<file path="config.mk">
export PLATFORM = sky130hd
export DESIGN_NAME = wb_arbiter
export DESIGN_NICKNAME = d
export VERILOG_FILES = /design/src/rtl/wb_arbiter_pkg.sv /design/src/rtl/wb_fifo.sv /design/src/rtl/wb_arbiter.sv
export SDC_FILE = /design/constraint.sdc
export NUM_CORES = 1
export LEC_CHECK = 0
export CORE_ASPECT_RATIO = 0.7
export CORE_UTILIZATION = 55
export CTS_CLUSTER_DIAMETER = 200
export CTS_CLUSTER_SIZE = 14
export DETAILED_ROUTE_END_ITERATION = 16
export PLACE_DENSITY = 0.92
export SYNTH_ARGS = -nofsm -noshare
export SYNTH_HDL_FRONTEND = slang
export SYNTH_SLANG_ARGS = --single-unit
</file>
<file path="constraint.sdc">
create_clock -name clock -period 2.85 [get_ports clock]
set_input_delay 0.57 -clock clock [delete_from_list [all_inputs] [get_ports clock]]
set_output_delay 0.57 -clock clock [all_outputs]
set_load 0.03 [all_outputs]
</file>
<file path="src/rtl/wb_arbiter_pkg.sv">
// Shared types and constants for the writeback arbiter and its multdiv result queue.
package wb_arbiter_pkg;

  localparam int unsigned REG_W  = 5;
  localparam int unsigned DATA_W = 32;

  localparam logic [REG_W-1:0] R0 = '0;

  typedef enum logic [0:0] {
    StNormal = 1'b0,
    StForce  = 1'b1
  } starve_state_e;

endpackage

</file>
<file path="src/rtl/wb_fifo.sv">
// In-order queue of multdiv results. Entries can be invalidated by destination register
// so a younger pipeline write to the same register suppresses the stale result.
module wb_fifo
  import wb_arbiter_pkg::*;
#(
  parameter int unsigned DEPTH = 2
) (
  input  logic                            clk_i,
  input  logic                            rst_ni,
  input  logic                            push_i,
  input  logic [REG_W-1:0]                push_rd_i,
  input  logic [DATA_W-1:0]               push_data_i,
  input  logic                            pop_i,
  input  logic                            squash_i,
  input  logic [REG_W-1:0]                squash_rd_i,
  output logic                            head_valid_o,
  output logic [REG_W-1:0]                head_rd_o,
  output logic [DATA_W-1:0]               head_data_o,
  output logic [$clog2(DEPTH+1)-1:0]      count_o,
  output logic [DEPTH-1:0]                ent_valid_o,
  output logic [DEPTH-1:0][REG_W-1:0]     ent_rd_o
);

  localparam int unsigned PtrW = $clog2(DEPTH);
  localparam int unsigned CntW = $clog2(DEPTH + 1);

  logic [DEPTH-1:0]              valid_q, valid_d;
  logic [DEPTH-1:0][REG_W-1:0]   rd_q, rd_d;
  logic [DEPTH-1:0][DATA_W-1:0]  data_q, data_d;
  logic [PtrW-1:0]               wr_ptr_q, wr_ptr_d;
  logic [PtrW-1:0]               rd_ptr_q, rd_ptr_d;
  logic [CntW-1:0]               count_q, count_d;

  always_comb begin
    valid_d  = valid_q;
    rd_d     = rd_q;
    data_d   = data_q;
    wr_ptr_d = wr_ptr_q;
    rd_ptr_d = rd_ptr_q;
    count_d  = count_q;

    if (squash_i) begin
      for (int unsigned i = 0; i < DEPTH; i++) begin
        if (rd_q[i] == squash_rd_i) begin
          valid_d[i] = 1'b0;
        end
      end
    end

    // Popped slots drop their valid bit so hazard compares only see live entries.
    if (pop_i) begin
      valid_d[rd_ptr_q] = 1'b0;
      rd_ptr_d          = rd_ptr_q + 1'b1;
    end

    if (push_i) begin
      valid_d[wr_ptr_q] = !(squash_i && (push_rd_i == squash_rd_i));
      rd_d[wr_ptr_q]    = push_rd_i;
      data_d[wr_ptr_q]  = push_data_i;
      wr_ptr_d          = wr_ptr_q + 1'b1;
    end

    case ({push_i, pop_i})
      2'b10:   count_d = count_q + 1'b1;
      2'b01:   count_d = count_q - 1'b1;
      default: count_d = count_q;
    endcase
  end

  always_ff @(posedge clk_i or negedge rst_ni) begin
    if (!rst_ni) begin
      valid_q  <= '0;
      rd_q     <= '0;
      data_q   <= '0;
      wr_ptr_q <= '0;
      rd_ptr_q <= '0;
      count_q  <= '0;
    end else begin
      valid_q  <= valid_d;
      rd_q     <= rd_d;
      data_q   <= data_d;
      wr_ptr_q <= wr_ptr_d;
      rd_ptr_q <= rd_ptr_d;
      count_q  <= count_d;
    end
  end

  assign head_valid_o = valid_q[rd_ptr_q];
  assign head_rd_o    = rd_q[rd_ptr_q];
  assign head_data_o  = data_q[rd_ptr_q];
  assign count_o      = count_q;
  assign ent_valid_o  = valid_q;
  assign ent_rd_o     = rd_q;

endmodule

</file>
<file path="src/rtl/wb_arbiter.sv">
// Writeback arbiter: the pipeline owns the register-file write port, queued multdiv
// results fill idle slots, and a starvation FSM stalls the pipeline to drain the queue.
module wb_arbiter
  import wb_arbiter_pkg::*;
#(
  parameter int unsigned DEPTH        = 2,
  parameter int unsigned STARVE_LIMIT = 4
) (
  input  logic              clock,
  input  logic              ctrl_reset,
  input  logic              pipe_we,
  input  logic [REG_W-1:0]  pipe_rd,
  input  logic [DATA_W-1:0] pipe_data,
  input  logic              md_valid,
  input  logic [REG_W-1:0]  md_rd,
  input  logic [DATA_W-1:0] md_data,
  output logic              md_ready,
  input  logic [REG_W-1:0]  ctrl_readRegA,
  input  logic [REG_W-1:0]  ctrl_readRegB,
  output logic              hazard_a,
  output logic              hazard_b,
  output logic              stall_pipe,
  output logic              ctrl_writeEnable,
  output logic [REG_W-1:0]  ctrl_writeReg,
  output logic [DATA_W-1:0] data_writeReg
);

  localparam int unsigned CntW    = $clog2(DEPTH + 1);
  localparam int unsigned StarveW = $clog2(STARVE_LIMIT + 1);

  logic                         pipe_win;
  logic                         fifo_nonempty;
  logic                         push;
  logic                         pop;
  logic                         head_valid;
  logic [REG_W-1:0]             head_rd;
  logic [DATA_W-1:0]            head_data;
  logic [CntW-1:0]              count;
  logic [CntW-1:0]              count_next;
  logic [DEPTH-1:0]             ent_valid;
  logic [DEPTH-1:0][REG_W-1:0]  ent_rd;

  logic                         we_q, we_d;
  logic [REG_W-1:0]             wreg_q, wreg_d;
  logic [DATA_W-1:0]            wdata_q, wdata_d;

  starve_state_e                state_q, state_d;
  logic [StarveW-1:0]           starve_cnt_q, starve_cnt_d;

  // A pipeline write to r0 is a no-op and leaves the slot free for the queue.
  assign pipe_win      = pipe_we && (pipe_rd != R0);
  assign fifo_nonempty = (count != '0);
  assign md_ready      = ctrl_reset && (count < CntW'(DEPTH));
  assign push          = md_valid && md_ready && (md_rd != R0);
  assign pop           = !pipe_win && fifo_nonempty;
  assign count_next    = count + CntW'(push) - CntW'(pop);

  wb_fifo #(
    .DEPTH (DEPTH)
  ) u_fifo (
    .clk_i        (clock),
    .rst_ni       (ctrl_reset),
    .push_i       (push),
    .push_rd_i    (md_rd),
    .push_data_i  (md_data),
    .pop_i        (pop),
    .squash_i     (pipe_win),
    .squash_rd_i  (pipe_rd),
    .head_valid_o (head_valid),
    .head_rd_o    (head_rd),
    .head_data_o  (head_data),
    .count_o      (count),
    .ent_valid_o  (ent_valid),
    .ent_rd_o     (ent_rd)
  );

  always_comb begin
    we_d    = 1'b0;
    wreg_d  = wreg_q;
    wdata_d = wdata_q;
    if (pipe_win) begin
      we_d    = 1'b1;
      wreg_d  = pipe_rd;
      wdata_d = pipe_data;
    end else if (pop && head_valid) begin
      we_d    = 1'b1;
      wreg_d  = head_rd;
      wdata_d = head_data;
    end
  end

  always_comb begin
    state_d      = state_q;
    starve_cnt_d = starve_cnt_q;
    unique case (state_q)
      StNormal: begin
        if (fifo_nonempty && pipe_win) begin
          starve_cnt_d = starve_cnt_q + 1'b1;
        end else begin
          starve_cnt_d = '0;
        end
        if (starve_cnt_d == StarveW'(STARVE_LIMIT)) begin
          state_d      = StForce;
          starve_cnt_d = '0;
        end
      end
      StForce: begin
        if (count_next == '0) begin
          state_d = StNormal;
        end
      end
      default: state_d = StNormal;
    endcase
  end

  always_ff @(posedge clock or negedge ctrl_reset) begin
    if (!ctrl_reset) begin
      we_q         <= 1'b0;
      wreg_q       <= '0;
      wdata_q      <= '0;
      state_q      <= StNormal;
      starve_cnt_q <= '0;
    end else begin
      we_q         <= we_d;
      wreg_q       <= wreg_d;
      wdata_q      <= wdata_d;
      state_q      <= state_d;
      starve_cnt_q <= starve_cnt_d;
    end
  end

  // The value on the write port is not committed until the end of this cycle, so it
  // still counts as pending for readers.
  always_comb begin
    hazard_a = we_q && (wreg_q == ctrl_readRegA);
    hazard_b = we_q && (wreg_q == ctrl_readRegB);
    for (int unsigned i = 0; i < DEPTH; i++) begin
      hazard_a = hazard_a | (ent_valid[i] && (ent_rd[i] == ctrl_readRegA));
      hazard_b = hazard_b | (ent_valid[i] && (ent_rd[i] == ctrl_readRegB));
    end
    if (ctrl_readRegA == R0) hazard_a = 1'b0;
    if (ctrl_readRegB == R0) hazard_b = 1'b0;
  end

  assign stall_pipe       = (state_q == StForce);
  assign ctrl_writeEnable = we_q;
  assign ctrl_writeReg    = wreg_q;
  assign data_writeReg    = wdata_q;

endmodule

</file>
[After elaboration in Yosys (flattened, before gate mapping)]
Index checks and enable logic that the tools add are counted.
Storage, ports and cells
  logic and storage cells: 107
  bits of input ports: 88
  output and inout bits: 42
  register bits: 122
Cells by class
  reductions and logical operators: 26
  bitwise operators: 7
  add/subtract/negate cells: 7
  $lt $le $gt $ge: 5
  muxes and demuxes: 37
  eq/ne operators: 12
Operators by type and width (count)
  $mux 32: 5
  $bwmux 64: 1
  $eq 5x5->1: 9
  $demux 32 s1: 1
  $mux 5: 5
  $logic_and 1x1->1: 16
  $mux 1: 12
  $bwmux 10: 1
  $logic_not 5->1: 2
  $reduce_bool 5->1: 2
  $mux 3: 3
  $mux 2: 3
  $reduce_bool 2->1: 3
  $demux 5 s1: 1
  $lt 1x2->1 const B: 2
  $or 1x1->1: 4
  $pmux 2 s2: 1
  $add 3x1->3 const B: 1
  $eq 3x3->1 const B: 1
  $add 1x1->1 const B: 2
  $add 2x1->2: 1
  $add 2x1->2 const B: 1
  $and 2x2->2: 1
  $bwmux 2: 1
  other kinds (12): 15

[Depth between registers and ports, before layout]
  depth in word-level cells: 9
  gate-level depth with buffers: 9
  gate-level depth less buffers: 8

[Modules after synthesis]
Synthesis repeated with hierarchy kept, for this count alone.
Unflattened totals
  cell total of the unflattened synthesis: 571
  area, all modules: 6090.8 µm²
Modules (own cells, without submodules)
  wb_fifo: instances 1, cells an instance 319, area each 3664.8 µm²
  wb_arbiter: instances 1, cells an instance 252, area each 2426.1 µm²

[Worst setup path before layout]
OpenSTA, ideal clock, no wires.
  path kind: input-to-reg
  start: in pipe_rd[1]
  end: reg state_q (netlist: stall_pipe)
  cell stages on the path: 9
  required time: 2.781 ns
  slack: 0.358 ns
  data arrival time: 2.423 ns
  library setup time: 0.069 ns
  buffers on the path: 1
  path through: or4_4 > o21a_1 > buf_6 > nand2_1 > a21boi_1 > inv_1 > ha_1 > or3b_2 > nand3_1
On the way
  word-level cells in the longest chain between the ends: 8
RTL lines
  from (decl): line wb_arbiter.sv:12  | input logic [REG_W-1:0] pipe_rd,
  $reduce_bool 5->1 *: line wb_arbiter.sv:51  | assign pipe_win = pipe_we && (pipe_rd != R0);
  $logic_and 1x1->1 *: line wb_arbiter.sv:51
  $logic_not 1->1 or $logic_and 1x1->1 (tied branches): line wb_arbiter.sv:55, wb_arbiter.sv:97
  $logic_and 1x1->1 or $mux 3 (tied branches): line wb_arbiter.sv:55, wb_arbiter.sv:97
  $sub 2x1->2 or $mux 3 (tied branches): line wb_arbiter.sv:56, wb_arbiter.sv:95
  $logic_not 2->1 or $eq 3x3->1 (tied branches): line wb_arbiter.sv:108, wb_arbiter.sv:102
  $mux 1, on equally long branches: line wb_arbiter.sv:108, wb_arbiter.sv:102
  $pmux 1 s2 *: line wb_arbiter.sv:95  | unique case (state_q)
  named net state_d: line wb_arbiter.sv:47  | starve_state_e state_q, state_d;
  to (signal assigned): line wb_arbiter.sv:121  | state_q <= StNormal;
  to (signal assigned): line wb_arbiter.sv:127  | state_q <= state_d;
  to (decl): line wb_arbiter.sv:47
Mark *: on every way through the listed nets, which the timed path passes. The rest lies on a longest branch. The select of a mux whose other input is x is not followed.
A chain may end at the register's enable or synchronous reset.

[Worst setup path in the final report]
  start: in ctrl_readRegA[3]
  end: out hazard_a
On the way
  word-level cells in the longest chain between the ends: 5
RTL lines
  from (decl): line wb_arbiter.sv:18  | input logic [REG_W-1:0] ctrl_readRegA,
  $eq 5x5->1, on equally long branches: line wb_arbiter.sv:135, wb_arbiter.sv:138
  $logic_and 1x1->1, on equally long branches: line wb_arbiter.sv:135, wb_arbiter.sv:138
  $or 1x1->1 (2 in a row): line wb_arbiter.sv:138  | hazard_a = hazard_a | (ent_valid[i] && (ent_rd[i] == ctrl_readRegA));
  $mux 1 *: line wb_arbiter.sv:141  | if (ctrl_readRegA == R0) hazard_a = 1'b0;
  to (decl): line wb_arbiter.sv:20  | output logic hazard_a,
Every way passes the cells marked *; elsewhere a longest branch is shown, timed or not.

==> results.toml <==
[run_status]
status = "finished clean"

[synthesis]
synth_most_common_cell = "dfrtp_1"
yosysUniqueCellTypes = 45
ys_seq_elements = 122
synth_top_area_cell = "dfrtp_1"
synth_edf_count = 0
synth_ff_type = "dfrtp_1"
synth_common_cells = "122 x dfrtp_1, 48 x mux2_2, 43 x nor2_1, 39 x mux2i_1"
avgSynthCellArea_um2 = 11.7
yosysTopAreaCellShare_pct = 50.3
ys_top_cells_by_area = "dfrtp_1 50%, mux2_2 8.9%, mux2i_1 6.4%"
ys_seq_area_share_pct = 50.3
synth_nets = 609
syn_inst = 519
async_reset_ff_share_pct = 100
ys_warn_count = 0
synth_area_um2 = 6070

[floorplanning]
io_pins = 130
dieArea_um2 = 11500
die_h_um = 89.9
die_w_um = 128
core_um2 = 10600
rows = 31
start_util_pct = 57.5

[power]
power_frac_comb_pct = 38.8
power_frac_seq_pct = 36.0
power_density_nw_per_um2 = 1120
p_int_mw = 5.96
switchingPower_mw = 3.22
total_power_mw = 9.17
clkPwrFrac_pct = 25.3
ir_worst_vdd_mv = 0.726
switching_share_pct = 35.1
leakage_nw = 3.58

[global_routing]
track_usage_pct = 27.7
antenna_found_initial = 0
grt_pass1_vias = 4803
grt-ovfl-total = 0
grt_max_degree = 72
grt_pass1_wl_um = 24500

[worst_hold_path]
worstHoldPathType = "primary input to asynchronous set/reset pin"

[drt]
routedWlPerCell_um = 18.3
routed_wl_um = 15000
drt-initial-drc-count = 301
drc = 0
viasPerCell = 5.54
ant_nets = 0
num_vias = 4540
drtPass1Iterations = 5

[clock_network]
cts_sinks = 122
cts_made_buffers = 17
cts_buffer_depth = 2
cts_tree = "built"
clkLatencyLatePin_ns = 0.40
path_clk_slew_ns = 0.06
htreeDepth = 4
postCtsSetupRepairBufs = 0
root_buffer = "clkbuf_16"

[cells_and_area]
nNetsFinal = 749
layout-drive-gt1-share_pct = 20.2
design_area_um2 = 8200
diodes = 0
areaGrowthSynthToFinish_pct = 35.1

[timing]
fin_crit_ns = 2.73
worst_slew_pin_slew_ns = 0.828
fmax_mhz = 366
drv_slew = 0
final.setup.tns_ns = 0
rsz0062_at_grt = "no"
skew_ns = 0.00608
slew_headroom_pct = 44.8
holdWs_ns = 0.412
fin_crit_sh_pct = 95.8
final-setup-viol-count = 0
finalHoldViolCount = 0

[critical_path]
worstReg2RegEnd = "u_fifo.data_q[3]$_DFFE_PN0P_"
reg2reg_slack_ns = 0.83
r2r_start = "u_fifo.count_o[1]$_DFFE_PN0P_"
cp_data_arrival_time_ns = 2.16
crit_required_ns = 2.28
end_kind = "output port"
startpoint_type = "primary input"
path_max_fanout = 4
ff2ff_path_depth = 6
critical_path_class = "primary input to output port"

[placed_design]
detailed_place_hpwl_um = 10400
gp_congestion = 0.889
dpl_cell_area_um2 = 7550
port_buffers = 129

[run]
drv_cap = 0
power by group through the flow:
stage,registers (mW),clock network (mW),logic (mW)
after floorplan,3.59,0,1.94
after global placement,3.21,0,3.40
after detailed placement,3.29,0,3.54
after CTS,3.28,2.35,3.58
after global routing,3.39,2.43,3.83
final,3.30,2.32,3.56
kinds of logic (layout without fill, tap and decap cells):
kind of cell	after synthesis	in the layout	synth area share [%]
DFF	122	122	50.3
muxes	114	114	21.5
and+or+nand+nor	109	109	8.26
AOI/OAI and AO/OA	89	89	8.45
xor gates and xnor gates	49	49	7.07
buffers and inverters	34	187	4.00
adders and majority gates	2	2	0.412
how the worst max path moves through the flow:
stage                     startpoint                   end  slack (ns)  cells past startpoint
CTS                 ctrl_readRegA[3]              hazard_a        0.07                      7
detailed placement        pipe_rd[2]  stall_pipe$_DFF_PN0_       -0.28                     10
global route        ctrl_readRegA[1]              hazard_a        0.03                      7
finish              ctrl_readRegA[3]              hazard_a        0.12                      7
global placement          pipe_rd[2]  stall_pipe$_DFF_PN0_       -0.15                     10
floorplan                 pipe_rd[1]  stall_pipe$_DFF_PN0_        0.36                      9
area by class of cell:
| class | instances | area [µm²] |
|---|---|---|
| Sequential cell | 122 | 3050 |
| Clock inverter | 12 | 196 |
| Clock buffer | 20 | 447 |
| Timing Repair Buffer | 152 | 1520 |
| Inverter | 3 | 11.3 |
| Fill cell | 641 | 2350 |
| Tap cell | 148 | 185 |
| Multi-Input combinational cell | 363 | 2790 |
worst max-delay path, stage by stage:
cell and delay, ns:
clkdlybuf4s50_1 0.51, xor2_1 0.21, nor4_2 0.28, and3_1 0.20, a31oi_1 0.04, a21oi_1 0.17, buf_4 0.18
per-layer routing:
layer  part of all wire, %  routed length [µm]  vias up  global-route usage (%)
met4                   1.2                 182        0                    7.45
met3                   7.1                1070       18                    7.38
li1                      -                   -     2110                       -
met5                     0                   0        -                       0
met2                    48                7220      172                    44.5
met1                    44                6540     2240                    37.2
per-stage QoR:
step | std cells | utilization [%] | setup WS (ns)
after global placement | 788 | 71.5 | -0.155
final | 820 | 77.7 | 0.119
after global routing | 820 | 77.7 | 0.0295
after CTS | 820 | 77.6 | 0.0682
after detailed placement | 788 | 71.5 | -0.277
after floorplan | 519 | - | 0.358
sequential cells by signal, summed over array words and instances (netlist names):
register,flops
starve_cnt_q,3
ctrl_writeReg,5
u_fifo.rd_ptr_q,1
data_writeReg,32
u_fifo.ent_rd_o,10
u_fifo.ent_valid_o,2
u_fifo.count_o,2
u_fifo.data_q,64
stall_pipe,1
u_fifo.wr_ptr_q,1
ctrl_writeEnable,1
layout by cell type, fill, tap and decap left out, drive strengths merged:
cell           count
clkinvlp           3
buf               27
nand2b             1
nand4              3
mux2              75
a22o               2
dfrtp            122
nor3               3
mux2i             39
or3b               1
and3               2
nand2             35
o21ai             36
inv                3
a21boi             1
ha                 2
a211oi             5
clkbuf            20
a21o               5
clkdlybuf4s50    125
o211ai             1
nor4               8
a21oi             34
nor2b              2
nand3              4
nor2              45
bufinv             5
clkinv             4
o311ai             1
a31oi              2
xnor2             16
or4                4
a32oi              1
xor2              33
o21a               1
nand3b             1
repair_timing:
action,in CTS,in global routing
gates resized for setup,0,2
setup endpoints to repair,0,2
hold buffers,0,0
Note: power is estimated with default switching activity, not from simulation.
